File: config.mk
export PLATFORM = sky130hd
export DESIGN_NAME = rx_frame_sampler
export DESIGN_NICKNAME = d
export VERILOG_FILES = /design/src/rtl/rx_frame_sampler.sv
export SDC_FILE = /design/constraint.sdc
export NUM_CORES = 1
export LEC_CHECK = 0
export ABC_CLOCK_PERIOD_IN_PS = 1800
export CORE_MARGIN = 10
export CORE_UTILIZATION = 40
export CTS_CLUSTER_DIAMETER = 100
export DETAILED_ROUTE_END_ITERATION = 10
export HOLD_SLACK_MARGIN = 0.02
export MAX_ROUTING_LAYER = met4
export SLEW_MARGIN = 15
export SYNTH_ARGS = -nofsm -noshare
export SYNTH_HDL_FRONTEND = slang
export SYNTH_SLANG_ARGS = --single-unit
File: constraint.sdc
create_clock -name baud_clk -period 1.8 [get_ports baud_clk]
set_input_delay 0.45 -clock baud_clk [delete_from_list [all_inputs] [get_ports baud_clk]]
set_output_delay 0.45 -clock baud_clk [all_outputs]
set_load 0.02 [all_outputs]
File: src/rtl/rx_frame_sampler.sv
// Oversampled asynchronous serial receiver: synchroniser, 3-tap majority vote,
// start/data/parity/stop framing with parity, framing and break detection.
module rx_frame_sampler #(
    parameter int OVS         = 16,
    parameter int DATA_BITS   = 8,
    parameter int SYNC_STAGES = 2
) (
    input  logic                 baud_clk,
    input  logic                 reset,
    input  logic                 rxd,
    input  logic                 parity_en,
    input  logic                 parity_odd,
    input  logic                 two_stop,
    output logic [DATA_BITS-1:0] rx_data,
    output logic                 rx_valid,
    output logic                 parity_err,
    output logic                 frame_err,
    output logic                 break_det,
    output logic                 false_start,
    output logic                 busy
);
    localparam int CW = $clog2(OVS);
    localparam int BW = $clog2(DATA_BITS + 1);

    typedef enum logic [2:0] {IDLE, START, DATA, PARITY, STOP} state_t;

    state_t                 state;
    logic [SYNC_STAGES-1:0] sync_q;
    logic [SYNC_STAGES-1:0] fill_q;
    logic [1:0]             hist;
    logic [2:0]             win;
    logic                   rs, primed, vote;
    logic [CW-1:0]          os_cnt;
    logic [BW-1:0]          bit_cnt;
    logic [DATA_BITS-1:0]   shreg;
    logic                   armed, p_en, p_odd, t_stop;
    logic                   perr_acc, ferr_acc, all_zero;
    logic                   sample, bit_end, detect, stop_last;

    // fill_q tracks how many real rxd samples have reached rs since reset, so the
    // reset value of the synchroniser can never arm the receiver on its own.
    always_ff @(posedge baud_clk or posedge reset) begin
        if (reset) begin
            sync_q <= '1;
            fill_q <= '0;
            hist   <= 2'b11;
        end else begin
            sync_q <= {sync_q[SYNC_STAGES-2:0], rxd};
            fill_q <= {fill_q[SYNC_STAGES-2:0], 1'b1};
            hist   <= {hist[0], rs};
        end
    end

    assign rs     = sync_q[SYNC_STAGES-1];
    assign primed = fill_q[SYNC_STAGES-1];
    // Vote window: rs at the sample tick plus the two ticks before it.
    assign win    = {hist, rs};
    assign vote   = (win[0] & win[1]) | (win[0] & win[2]) | (win[1] & win[2]);

    assign sample    = (os_cnt == CW'(OVS/2));
    assign bit_end   = (os_cnt == CW'(OVS-1));
    assign detect    = (state == IDLE) && armed && !rs;
    assign stop_last = (state == STOP) && sample && (bit_cnt == BW'(t_stop));

    always_ff @(posedge baud_clk or posedge reset) begin
        if (reset) begin
            state       <= IDLE;
            os_cnt      <= '0;
            bit_cnt     <= '0;
            shreg       <= '0;
            armed       <= 1'b0;
            p_en        <= 1'b0;
            p_odd       <= 1'b0;
            t_stop      <= 1'b0;
            perr_acc    <= 1'b0;
            ferr_acc    <= 1'b0;
            all_zero    <= 1'b0;
            rx_data     <= '0;
            rx_valid    <= 1'b0;
            parity_err  <= 1'b0;
            frame_err   <= 1'b0;
            break_det   <= 1'b0;
            false_start <= 1'b0;
            busy        <= 1'b0;
        end else begin
            rx_valid    <= 1'b0;
            false_start <= 1'b0;
            if (state != IDLE)
                os_cnt <= bit_end ? '0 : os_cnt + 1'b1;
            case (state)
                IDLE: begin
                    os_cnt  <= '0;
                    bit_cnt <= '0;
                    if (rs && primed)
                        armed <= 1'b1;
                    if (detect) begin
                        state    <= START;
                        os_cnt   <= CW'(1);
                        busy     <= 1'b1;
                        p_en     <= parity_en;
                        p_odd    <= parity_odd;
                        t_stop   <= two_stop;
                        perr_acc <= 1'b0;
                        ferr_acc <= 1'b0;
                        all_zero <= 1'b1;
                    end
                end
                START: begin
                    if (sample && vote) begin
                        state       <= IDLE;
                        busy        <= 1'b0;
                        false_start <= 1'b1;
                    end else if (bit_end) begin
                        state <= DATA;
                    end
                end
                DATA: begin
                    if (sample) begin
                        shreg <= {vote, shreg[DATA_BITS-1:1]};
                        if (vote)
                            all_zero <= 1'b0;
                    end
                    if (bit_end) begin
                        if (bit_cnt == BW'(DATA_BITS-1)) begin
                            bit_cnt <= '0;
                            state   <= p_en ? PARITY : STOP;
                        end else begin
                            bit_cnt <= bit_cnt + 1'b1;
                        end
                    end
                end
                PARITY: begin
                    if (sample) begin
                        perr_acc <= ((^shreg) ^ vote) != p_odd;
                        if (vote)
                            all_zero <= 1'b0;
                    end
                    if (bit_end)
                        state <= STOP;
                end
                STOP: begin
                    if (stop_last) begin
                        // Leave mid-bit so a back-to-back start edge is not missed.
                        state      <= IDLE;
                        os_cnt     <= '0;
                        bit_cnt    <= '0;
                        busy       <= 1'b0;
                        rx_valid   <= 1'b1;
                        rx_data    <= shreg;
                        parity_err <= perr_acc;
                        frame_err  <= ferr_acc | !vote;
                        break_det  <= all_zero & !vote;
                        if (all_zero && !vote)
                            armed <= 1'b0;
                    end else begin
                        if (sample) begin
                            if (!vote)
                                ferr_acc <= 1'b1;
                            else
                                all_zero <= 1'b0;
                        end
                        if (bit_end)
                            bit_cnt <= bit_cnt + 1'b1;
                    end
                end
                default: state <= IDLE;
            endcase
        end
    end
endmodule

=== Yosys cells after proc, flatten, opt, wreduce, memory -nomap -nowiden ===
Index checks and enable logic that the tools add are counted.

* Input port bits: 6
* Register bits: 46
* Logic and storage cells: 124
* Output and inout bits: 14

* $add $sub $neg: 2
* Equality and inequality tests: 23
* Bitwise gates (word level): 8
* Reduce and logical (&&, ||, !) cells: 28
* Mux-type cells: 42

{| class="wikitable"
|+ Operator list
! cell !! count
|-
| two-way mux 4 bit || 7
|-
| two-way mux 3 bit || 8
|-
| != test 2 bit, second input constant || 10
|-
| two-way mux 1 bit || 19
|-
| case mux 3 bit (5 select lines) || 1
|-
| case mux 4 bit (3 select lines) || 1
|-
| nonzero test 3 bit || 4
|-
| AND reduction 3 bit || 3
|-
| adder 4 x 1 -> 4 bit, second input constant || 2
|-
| == test 4 bit, second input constant || 2
|-
| case mux 4 bit (2 select lines) || 1
|-
| AND reduction 4 bit || 2
|-
| parity 8 bit || 1
|-
| logical AND 1 bit || 7
|-
| == test 3 x 2 -> 1 bit, second input constant || 2
|-
| != test 3 bit, second input constant || 2
|-
| case mux 1 bit (2 select lines) || 3
|-
| case mux 1 bit (3 select lines) || 2
|-
| AND reduction 2 bit || 3
|-
| AND reduction 6 bit || 1
|-
| AND reduction 5 bit || 1
|-
| AND 1 bit || 4
|-
| == test 4 x 1 -> 1 bit || 1
|-
| == test 4 x 3 -> 1 bit, second input constant || 1
|-
| other kinds (10) || 15
|}

=== Logic depth before layout (Yosys ltp) ===
* Depth after elaboration: 8
* Mapped depth: 9
* Gate-level depth less buffers: 7

=== Worst setup path after synthesis ===
No wires, ideal clock.

* Kind: register -> register
* Start point: register os_cnt[0]
* End point: register bit_cnt[3]
* Stages on the path, launching flop included: 9
* Required time: 1.678 ns
* Clock period less this slack: 1.796 ns
* Data arrival time: 1.674 ns
* Library setup time: 0.122 ns
* Buffers on the path: 1
* Path slack: 0.004 ns
* Cell sequence: dfrtp_1 > inv_1 > ha_1 > and3b_1 > buf_4 > nand3b_2 > a311o_1 > a21o_1 > a32o_1

* Word-level cells in the longest chain between the ends: 5
* Elaborated cells on any way between the ends: 9
* Classes of those cells: eq/ne (4); mux (2); reduce/logical (3)

{| class="wikitable"
|+ Ends and longest elaborated chain
! item !! line !! RTL
|-
| from (decl) || 33 || <nowiki>logic [CW-1:0] os_cnt;</nowiki>
|-
| from (signal assigned) || 89 || <nowiki>os_cnt <= bit_end ? '0 : os_cnt + 1'b1;</nowiki>
|-
| == test 4 bit || 60 || <nowiki>assign sample = (os_cnt == CW'(OVS/2));</nowiki>
|-
| logical AND 1 bit (2 in series) || 63 || <nowiki>assign stop_last = (state == STOP) && sample && (bit_cnt == BW'(t_stop));</nowiki>
|-
| != test 3 bit (no line) or two-way mux 4 bit (tied branches) || n/a ||
|-
| AND reduction 3 bit (no line) or case mux 4 bit (3 select lines) (tied branches) || n/a ||
|-
| to (signal assigned) || 128 || <nowiki>bit_cnt <= bit_cnt + 1'b1;</nowiki>
|-
| to (signal assigned) || 163 || <nowiki>bit_cnt <= bit_cnt + 1'b1;</nowiki>
|-
| to (decl) || 34 || <nowiki>logic [BW-1:0] bit_cnt;</nowiki>
|}

Several ways; a longest one is shown, not always the timed one.
A chain may end at the register's enable or synchronous reset.

=== Worst setup path after layout ===
* Start point: register os_cnt[0]
* End point: register state[1]

* Word-level cells in the longest chain between the ends: 5
* Elaborated cells on any way between the ends: 12
* Classes of those cells: eq/ne (6); mux (2); reduce/logical (4)

{| class="wikitable"
|+ Ends and longest elaborated chain
! item !! line !! RTL
|-
| == test 4 bit || 60 ||
|-
| logical AND 1 bit (2 in series) || 63 ||
|-
| != test 2 bit (no line) || n/a ||
|-
| AND reduction 6 bit (no line) || n/a ||
|-
| to (signal assigned) || 126 || <nowiki>state <= p_en ? PARITY : STOP;</nowiki>
|-
| to (decl) || 27 || <nowiki>state_t state;</nowiki>
|}

Several ways; a longest one is shown, not always the timed one.

==> results.sh <==
export IMPL_synth_edf_count=0
export IMPL_clockBufferDepth=2
export IMPL_leakage_nw=1.23
export IMPL_worstHoldStart="fill_q[0]"
export IMPL_fp_dieW_um=92.7
export IMPL_grt_pass1_vias=1601
export IMPL_setup_viol=0
export IMPL_ir_drop_mv=0.770
export IMPL_synth_ff_type="dfrtp_1"
export IMPL_final_util_pct=51.5
export IMPL_final_nets=250
export IMPL_root_buffer="clkbuf_8"
export IMPL_synth_common_cells="nand2_1, dfrtp_1, mux2_2"
export IMPL_cp_max_fo=4
export IMPL_finalPower_mw=3.16
export IMPL_path_cells="inv_1 > ha_1 > and3b_2 > buf_4 > nand2_1 > a311o_4 > mux2_4"
export IMPL_finalHoldViolations=0
export IMPL_grtUsageTotal_pct=11.1
export IMPL_max_freq_mhz=560
export IMPL_worstSetupPathType="reg -> reg"
export IMPL_gr_usage_met2_pct=18.1
export IMPL_rows=26
export IMPL_use_met1_pct=12.0
export IMPL_hold_class="reg -> reg"
export IMPL_end_kind="flip-flop"
export IMPL_reg2reg_from="os_cnt[0]"
export IMPL_startpoint="os_cnt[0]"
export IMPL_cts_buffers=5
export IMPL_yosysTopAreaCellShare_pct=49.7
export IMPL_synthesis_nets=209
export IMPL_diodes=0
export IMPL_clock_latency_ns=0.30
export IMPL_worst_ep_arrival_time_ns=1.98
export IMPL_status="complete, no violations"
export IMPL_place_congestion=0.850
export IMPL_slowest_stage="dfrtp_1"
export IMPL_drive_gt1_share_pct=23.6
export IMPL_synth_area_um2=2110
export IMPL_syn_inst=200
export IMPL_skew_ns=0.00423
export IMPL_grt_ovfl_total=0
export IMPL_postRouteAntennaNets=0
export IMPL_startpoint_type="flip-flop"
export IMPL_synth_area_leaders="dfrtp_1, nand2_1, mux2_2"
export IMPL_ys_types=45
export IMPL_seq_area_frac_synth_pct=54.7
export IMPL_htreeDepth=2
export IMPL_ys_warn_count=0
export IMPL_core_um2=5110
export IMPL_grtUsageMet3_pct=3.47
export IMPL_rsz0062_at_grt="yes"
export IMPL_antenna_found_initial=0
export IMPL_finalCritPeriodShare_pct=99.3
export IMPL_cts_tree="yes"
export IMPL_drcViolationCount=0
export IMPL_async_flop_share_pct=100
export IMPL_drtPass1Iterations=4
export IMPL_grt_max_degree=47
export IMPL_area_growth_syn_to_layout_pct=24.4
export IMPL_portBuffers=19
export IMPL_hpwl_um=3030
export IMPL_finalMaxSlewViolations=0
export IMPL_die_y_um=92.7
export IMPL_timing_critical_path_required_ns=1.99
export IMPL_drtIter0Drc=71
export IMPL_boundaryPins=20
export IMPL_drt_total_wl_um=4140
export IMPL_busiest_layer="met2"
export IMPL_ys_seq_elements=46
export IMPL_start_util_pct=41.4
export IMPL_clock_sinks=46
export IMPL_num_vias=1503
export IMPL_wl_per_cell_um=13.3
export IMPL_cap_violations=0
export IMPL_avgSynthCellArea_um2=10.6
export IMPL_slowest_delay_ns=0.41
export IMPL_period_minus_slack_ns=1.79
export IMPL_grt_pass1_wl_um=7400
export IMPL_yosysTopAreaCell="dfrtp_1"
export IMPL_via_per_inst=4.82
export IMPL_yosysMostFrequentCell="nand2_1"
export IMPL_path_clk_slew_ns=0.08
export IMPL_powerDensity_nw_per_um2=1200
export IMPL_dieArea_um2=8590
metal layers:
layer  part of all wire (%)  routed length (µm)
met1                     45                1860
met2                     49                2040
met3                    4.5                 188
met4                    1.3                  55
met5                      0                   0
worst max-delay path, delay by kind of cell (launching register included):
family	cells	cell delay, ns
flops	1	0.41
compound gates	1	0.34
fa+ha+maj	1	0.15
buf+inv	2	0.20
simple gates	2	0.28
mux	1	0.30
final cells by class:
type,count,area (µm²)
clock inverter,2,13.8
clock buffer,6,72.6
sequential,46,1160
multi-input combinational,141,907
tap,70,87.6
timing repair buffer,41,372
fill,490,2480
inverter,6,22.5
cells by family (layout without fill, tap and decap cells):
| family | after synthesis | after routing | synth area share, % |
|---|---|---|---|
| simple gates | 84 | 84 | 18.9 |
| xor+xnor | 11 | 11 | 4.56 |
| flops | 46 | 46 | 54.7 |
| mux | 12 | 12 | 6.51 |
| compound gates | 29 | 29 | 10.2 |
| other cells | 1 | 1 | 0.177 |
| buf+inv | 13 | 55 | 2.72 |
| fa+ha+maj | 4 | 4 | 2.25 |
sequential cells by signal, indices dropped and copies added (netlist names), 2 cells and up:
signal	flops
fill_q	2
os_cnt	4
rx_data	8
hist	2
bit_cnt	4
shreg	8
state	3
sync_q	2
power by group:
group	switching [mW]	internal [mW]	total (mW)
Clock	0.340	0.274	0.614
Combinational	0.565	0.630	1.20
Sequential	0.178	1.18	1.35
Total	1.08	2.08	3.16
through the flow:
step                      hold slack [ns]  instance area, µm²  instances  TNS, ns  setup slack, ns
after floorplan                     0.331                2110        200        0          0.00397
after global placement              0.333                2530        303        0           0.0209
after detailed placement            0.336                2530        303  -0.0333          -0.0333
after CTS                           0.356                2620        311        0          0.00617
after global routing                0.366                2630        312   -0.213          -0.0780
final                               0.353                2630        312        0           0.0129
final timing paths:
kind / depth (start not counted) / endpoint / slack (ns)
worst max-delay path: 7 / state[1] / 0.01
worst min-delay path: 0 / fill_q[1] / 0.35
worst max register to register: 7 / state[1] / 0.01
worst min register to register: 0 / fill_q[1] / 0.35
max in group asynchronous: 3 / hist[0] / 1.02
min in group asynchronous: 3 / parity_err / 0.50
cells in the final DEF (no fill, tap or decap), types with 3 or more instances in the layout:
cell type,netlist,final
a21oi_1,6,6
buf_4,1,20
clkbuf_8,0,5
clkdlybuf4s50_1,0,19
dfrtp_1,42,42
dfstp_2,4,4
ha_1,3,3
inv_1,6,5
mux2_2,10,10
nand2_1,46,45
nand3_1,9,9
nor2_1,6,6
nor2b_1,5,5
nor3_1,3,3
o21ai_0,7,6
xnor2_1,8,8
xor2_1,3,3
repair_timing:
| item | in CTS | in global routing |
|---|---|---|
| pin swaps | 1 | 1 |
| setup buffers | 0 | 1 |
| hold endpoints to repair | 0 | 0 |
| hold buffers | 0 | 0 |
| setup endpoints to repair | 1 | 13 |
| gates resized for setup | 1 | 4 |
Power figures use the tool's default switching activity.
